===== src/rtl/adder_pipe_nbit.sv =====
// -----------------------------------------------------------------------------
// adder_pipe_nbit
//   Pipelined ripple-carry add/subtract unit. A BIT_WIDTH-wide operation is cut
//   into STAGES slices of SLICE = BIT_WIDTH/STAGES bits; each pipeline stage adds
//   one slice and registers the carry for the next stage. Operand bits that are
//   not yet consumed travel down the pipe with their transaction (skew), and
//   finished sum slices are carried alongside until the whole word is complete
//   (deskew), so every slice of one transaction leaves the pipe together.
//
//   Stream handshake (both ports): a beat transfers on a cycle where valid and
//   ready are both high. Input side: in_ready = !(out_valid && !out_ready), so
//   the whole pipe freezes only while a finished result waits for the consumer;
//   bubbles never hold anything up. Output side: out_valid/sum/overflow stay
//   stable until out_ready is seen high.
//
// Parameters
//   BIT_WIDTH  operand/sum width (>= 2)
//   STAGES     number of slices; must divide BIT_WIDTH evenly
//
// Ports
//   clk        rising-edge clock
//   rst        asynchronous active-high reset; discards everything in flight
//   in_valid   operands/mode presented this cycle
//   in_ready   unit accepts operands this cycle
//   a, b       unsigned operands
//   carry_in   carry into bit 0 (add mode only)
//   sub        0: a + b + carry_in   1: a - b (carry_in ignored)
//   out_valid  result held on sum/overflow
//   out_ready  consumer takes the result this cycle
//   sum        result modulo 2^BIT_WIDTH
//   overflow   add: carry out of MSB; sub: borrow (a < b)
// -----------------------------------------------------------------------------
module adder_pipe_nbit #(
    parameter int BIT_WIDTH = 16,
    parameter int STAGES    = 2
) (
    input  logic                 clk,
    input  logic                 rst,
    input  logic                 in_valid,
    output logic                 in_ready,
    input  logic [BIT_WIDTH-1:0] a,
    input  logic [BIT_WIDTH-1:0] b,
    input  logic                 carry_in,
    input  logic                 sub,
    output logic                 out_valid,
    input  logic                 out_ready,
    output logic [BIT_WIDTH-1:0] sum,
    output logic                 overflow
);

    localparam int SLICE = BIT_WIDTH / STAGES;

    logic stall;
    logic adv;

    assign stall    = out_valid && !out_ready;
    assign adv      = !stall;
    assign in_ready = !stall;

    genvar k;
    generate
        for (k = 0; k < STAGES; k++) begin : g_stage
            // Operand bits still to be added when a transaction enters stage k.
            localparam int OPW = BIT_WIDTH - k * SLICE;

            logic [OPW-1:0]           a_op;
            logic [OPW-1:0]           b_op;
            logic                     vld_in;
            logic                     sub_in;
            logic                     cy_in;
            logic [SLICE:0]           add_d;
            logic [(k+1)*SLICE-1:0]   s_d;

            logic                     vld_q;
            logic                     sub_q;
            logic                     cy_q;
            logic [(k+1)*SLICE-1:0]   s_q;

            if (k == 0) begin : g_first
                // b is inverted once at the entry; subtract then becomes
                // a + ~b + 1 with the +1 injected as the initial carry.
                assign a_op   = a;
                assign b_op   = sub ? ~b : b;
                assign vld_in = in_valid;
                assign sub_in = sub;
                assign cy_in  = sub | carry_in;
                assign s_d    = add_d[SLICE-1:0];
            end else begin : g_next
                // Skew registers: keep only the operand bits not yet consumed.
                always_ff @(posedge clk or posedge rst) begin
                    if (rst) begin
                        a_op <= '0;
                        b_op <= '0;
                    end else if (adv) begin
                        a_op <= g_stage[k-1].a_op[OPW+SLICE-1:SLICE];
                        b_op <= g_stage[k-1].b_op[OPW+SLICE-1:SLICE];
                    end
                end
                assign vld_in = g_stage[k-1].vld_q;
                assign sub_in = g_stage[k-1].sub_q;
                assign cy_in  = g_stage[k-1].cy_q;
                // New slice lands above the slices finished by earlier stages.
                assign s_d    = {add_d[SLICE-1:0], g_stage[k-1].s_q};
            end

            assign add_d = {1'b0, a_op[SLICE-1:0]}
                         + {1'b0, b_op[SLICE-1:0]}
                         + {{SLICE{1'b0}}, cy_in};

            always_ff @(posedge clk or posedge rst) begin
                if (rst) begin
                    vld_q <= 1'b0;
                    sub_q <= 1'b0;
                    cy_q  <= 1'b0;
                    s_q   <= '0;
                end else if (adv) begin
                    vld_q <= vld_in;
                    sub_q <= sub_in;
                    cy_q  <= add_d[SLICE];
                    s_q   <= s_d;
                end
            end
        end
    endgenerate

    assign out_valid = g_stage[STAGES-1].vld_q;
    assign sum       = g_stage[STAGES-1].s_q;
    // In subtract mode the final carry is the inverse of the borrow.
    assign overflow  = g_stage[STAGES-1].sub_q ^ g_stage[STAGES-1].cy_q;

endmodule


===== config.mk =====
export PLATFORM = sky130hd
export DESIGN_NAME = adder_pipe_nbit
export DESIGN_NICKNAME = d
export VERILOG_FILES = /design/src/rtl/adder_pipe_nbit.sv
export SDC_FILE = /design/constraint.sdc
export NUM_CORES = 1
export LEC_CHECK = 0
export ABC_AREA = 1
export CAP_MARGIN = 25
export CORE_ASPECT_RATIO = 1.5
export CORE_MARGIN = 2
export CORE_UTILIZATION = 54
export DETAILED_ROUTE_END_ITERATION = 12
export PLACE_DENSITY_LB_ADDON = 0.25
export SLEW_MARGIN = 0
export SYNTH_ARGS = -nofsm -noshare
export SYNTH_HDL_FRONTEND = slang
export SYNTH_SLANG_ARGS = --single-unit

===== constraint.sdc =====
create_clock -name clk -period 3.1 [get_ports clk]
set_input_delay 0.775 -clock clk [delete_from_list [all_inputs] [get_ports clk]]
set_output_delay 0.775 -clock clk [all_outputs]
set_load 0.01 [all_outputs]

==> key figures <==
Run status
  • Status: finished clean

Setup path
  • CP dominant cell by count: clkdlybuf4s50_1
  • WS Path Type: input port to output port
  • Slowest CP cell: clkdlybuf4s50_1
  • Crit-path max cell delay: 530 ps
  • Cell Chain, Critical Path: clkdlybuf4s50_1, nor2_4, inv_2, clkdlybuf4s50_1
  • Crit path DAT: 1910 ps
  • CP startpoint kind: input port
  • WP data required: approximately 2300 ps
  • Crit path max fanout: 2
  • CP Capture Type: output port

CTS
  • Worst skew pair latency: between 200 and 300 ps
  • Post-cts gate resize count: 0
  • CTS tree: done
  • Clk pin slew, worst setup/hold paths: approximately 80 ps
  • Num CTS Buffers: 5
  • Hold_buf cts: 0
  • H-tree depth: 2
  • Root Buffer: clkbuf_8
  • CTS sink cnt: 46
  • Post-CTS Setup Bufs: 0
  • Clock Path Buffers: 2

Final layout
  • Layout fillers: between 300 and 400
  • Area of the multi-input gates: 1260 um^2
  • Nets@finish: around 430
  • Antenna diodes: 0
  • Area Growth Syn to Fin: 27.1%
  • Share of cells above drive strength 1: about 4.5%
  • Non-Filler Instances: 441
  • FF+latch area: 1150 um^2

Synth
  • EDFF count, synth: 0
  • Mapped Cells: 319
  • Area leader, netlist: dfrtp_1
  • Dominant cells by area after synthesis: dfrtp_1, nand2_1, ha_1
  • Post-Syn Nets: 375
  • Post-synth ARST share: 100%
  • Mapped Avg Cell Area: 8.08 um^2
  • Cell variety after synth: 23
  • Ys flop type: dfrtp_1
  • Mapped cell area: around 2600 um^2
  • Register area share after synthesis: between 40% and 50%
  • Count of state elements after synthesis: 46
  • Share of the synthesized area in the top cell type: 44.7%
  • YS warnings: 0

Timing
  • Min Tclk post-route: approximately 2700 ps
  • Post-route setup TNS: 0 ps
  • Final slew viol count: 0
  • Slew @ Worst Pin: ~620 ps
  • Worst slew margin: about three fifths
  • RSZ-0062 raised after global routing: no
  • Final setup viols: 0
  • Final Cycle Share: slightly below 90%
  • Maximum clock rate: ~370 MHz
  • Setup Skew: about 2.8 ps
  • Final Hold Vio Count: 0

Route
  • DR vias/cell: roughly 4.9
  • Via count: around 2.2k
  • Drt wl/cell: 11.7 um
  • Remaining antenna violation count: 0
  • DRT iter0 DRCs: between 70 and 80
  • DRC violations left: 0
  • DRT Wirelength: 5180 um
  • Drt first pass iters: 4

Floorplanning
  • FP Rows: 30
  • Initial core utilization: a little under three fifths
  • Core ar.: approximately 4500 um^2
  • Top Ports: 57
  • Die X: between 60 and 70 um
  • Die area: 5350 um^2
  • Chip height: around 90 um

Placed design
  • IO Port Bufs: 56
  • HPWL Detailed: 3890 um
  • Placed Cells: between 400 and 500
  • Gpl congestion: approximately 0.8

GRT
  • Remaining Overflow, GRT: 0
  • Total GRT Usage: ~22%
  • Initial antenna violation count: 0
  • Largest net degree at the start of global routing: between 50 and 60
  • GR peak layer: met2
  • First-pass GRT wire length: approximately 9000 um
  • GRT met1 Usage: about 26%
  • Vias in the first global route: between 2k and 2.5k
  • Met2 usage: 40.0%
  • Routing usage on met3: 3.07%

Power
  • Pwr dens: a little under 600 nW/um^2
  • Max IR drop VDD: approximately 290 uV
  • Pleak: about 1.7 nW

Min path
  • Tightest Hold Check Type: flip-flop to flip-flop

Job
  • Max-Cap Viols: 0
[stage by stage]
step	total power [mW]	hold WS (ps)	area (um^2)	setup WS, ps	util [%]
after floorplan	1.29	423	2580	574	-
after global placement	1.59	436	3200	338	70.4
after detailed placement	1.62	443	3200	225	70.4
after CTS	1.96	464	3280	405	72.1
after global routing	2.10	494	3280	282	72.1
final	1.94	463	3280	418	72.1
[cell usage after synthesis, drive strengths merged (4+ instances only)]
cell type and n:
ha 14, o21ai 17, nand3 17, xor2 8
fa 4, nand2 132, nand3b 5, buf 11
or2 5, xnor2 9, a21oi 8, dfrtp 46
inv 27, nor2 12
[cells in the final DEF, fill, tap and decap left out, types with 6 or more instances in the layout]
master           count
nand2_1            132
clkdlybuf4s50_1     56
dfrtp_1             46
inv_1               25
nand3_1             17
o21ai_0             14
ha_1                14
nor2_1              11
xnor2_1              9
a21oi_1              8
xor2_1               8
buf_4                6
[logic make-up after synthesis]
kind of cell	after synthesis	share of synthesized area [%]
compound gates	28	5.68
buf+inv	38	6.50
flops	46	44.7
simple gates	172	27.5
fa+ha+maj	18	9.90
xor+xnor	17	5.78
[area by class of cell]
type | count | share of cell area (%)
tap | 64 | 2.44
sequential | 46 | 35.1
multi-input combinational | 235 | 38.4
clock buffer | 5 | 2.10
clock inverter | 2 | 0.306
timing repair buffer | 62 | 18.5
inverter | 27 | 3.09
[power by group]
group	internal [mW]	leakage [nW]	switching, mW	total, mW
registers	0.753	0.549	0.0883	0.841
logic	0.380	1.06	0.378	0.759
clock network	0.152	0.0438	0.189	0.341
total	1.28	1.66	0.656	1.94
[worst max-delay path, delay by kind of cell]
| kind | cells | cell delay, ps |
|---|---|---|
| and+or+nand+nor | 1 | 50 |
| buffers and inverters | 3 | 1080 |
[path summary, 6_finish.rpt]
kind / to / slack [ps] / startpoint / depth (start not counted)
min in group asynchronous: sum[0] / 880 / rst / 2
min reg2reg: out_valid / 460 / g_stage[0].vld_q / 2
max in group asynchronous: sum[8] / 1650 / rst / 3
max: in_ready / 420 / out_ready / 4
max reg2reg: sum[14] / 1160 / g_stage[0].cy_q / 9
min: out_valid / 460 / g_stage[0].vld_q / 2
[layer usage]
metal | wire length, um | vias to the layer above | part of all wire, %
met4 | 116 | 0 | 2.2
li1 | - | 1111 | -
met3 | 140 | 12 | 2.7
met5 | 0 | - | 0
met2 | 2830 | 52 | 55
met1 | 2090 | 994 | 40
[state kept, by name, indices dropped and copies added, names as in the netlist]
signal / cells
g_stage.a_op: 8
g_stage.b_op: 8
g_stage.cy_q: 2
g_stage.s_q: 8
g_stage.sub_q: 2
g_stage.vld_q: 1
out_valid: 1
sum: 16
Power figures use the tool's default switching activity.
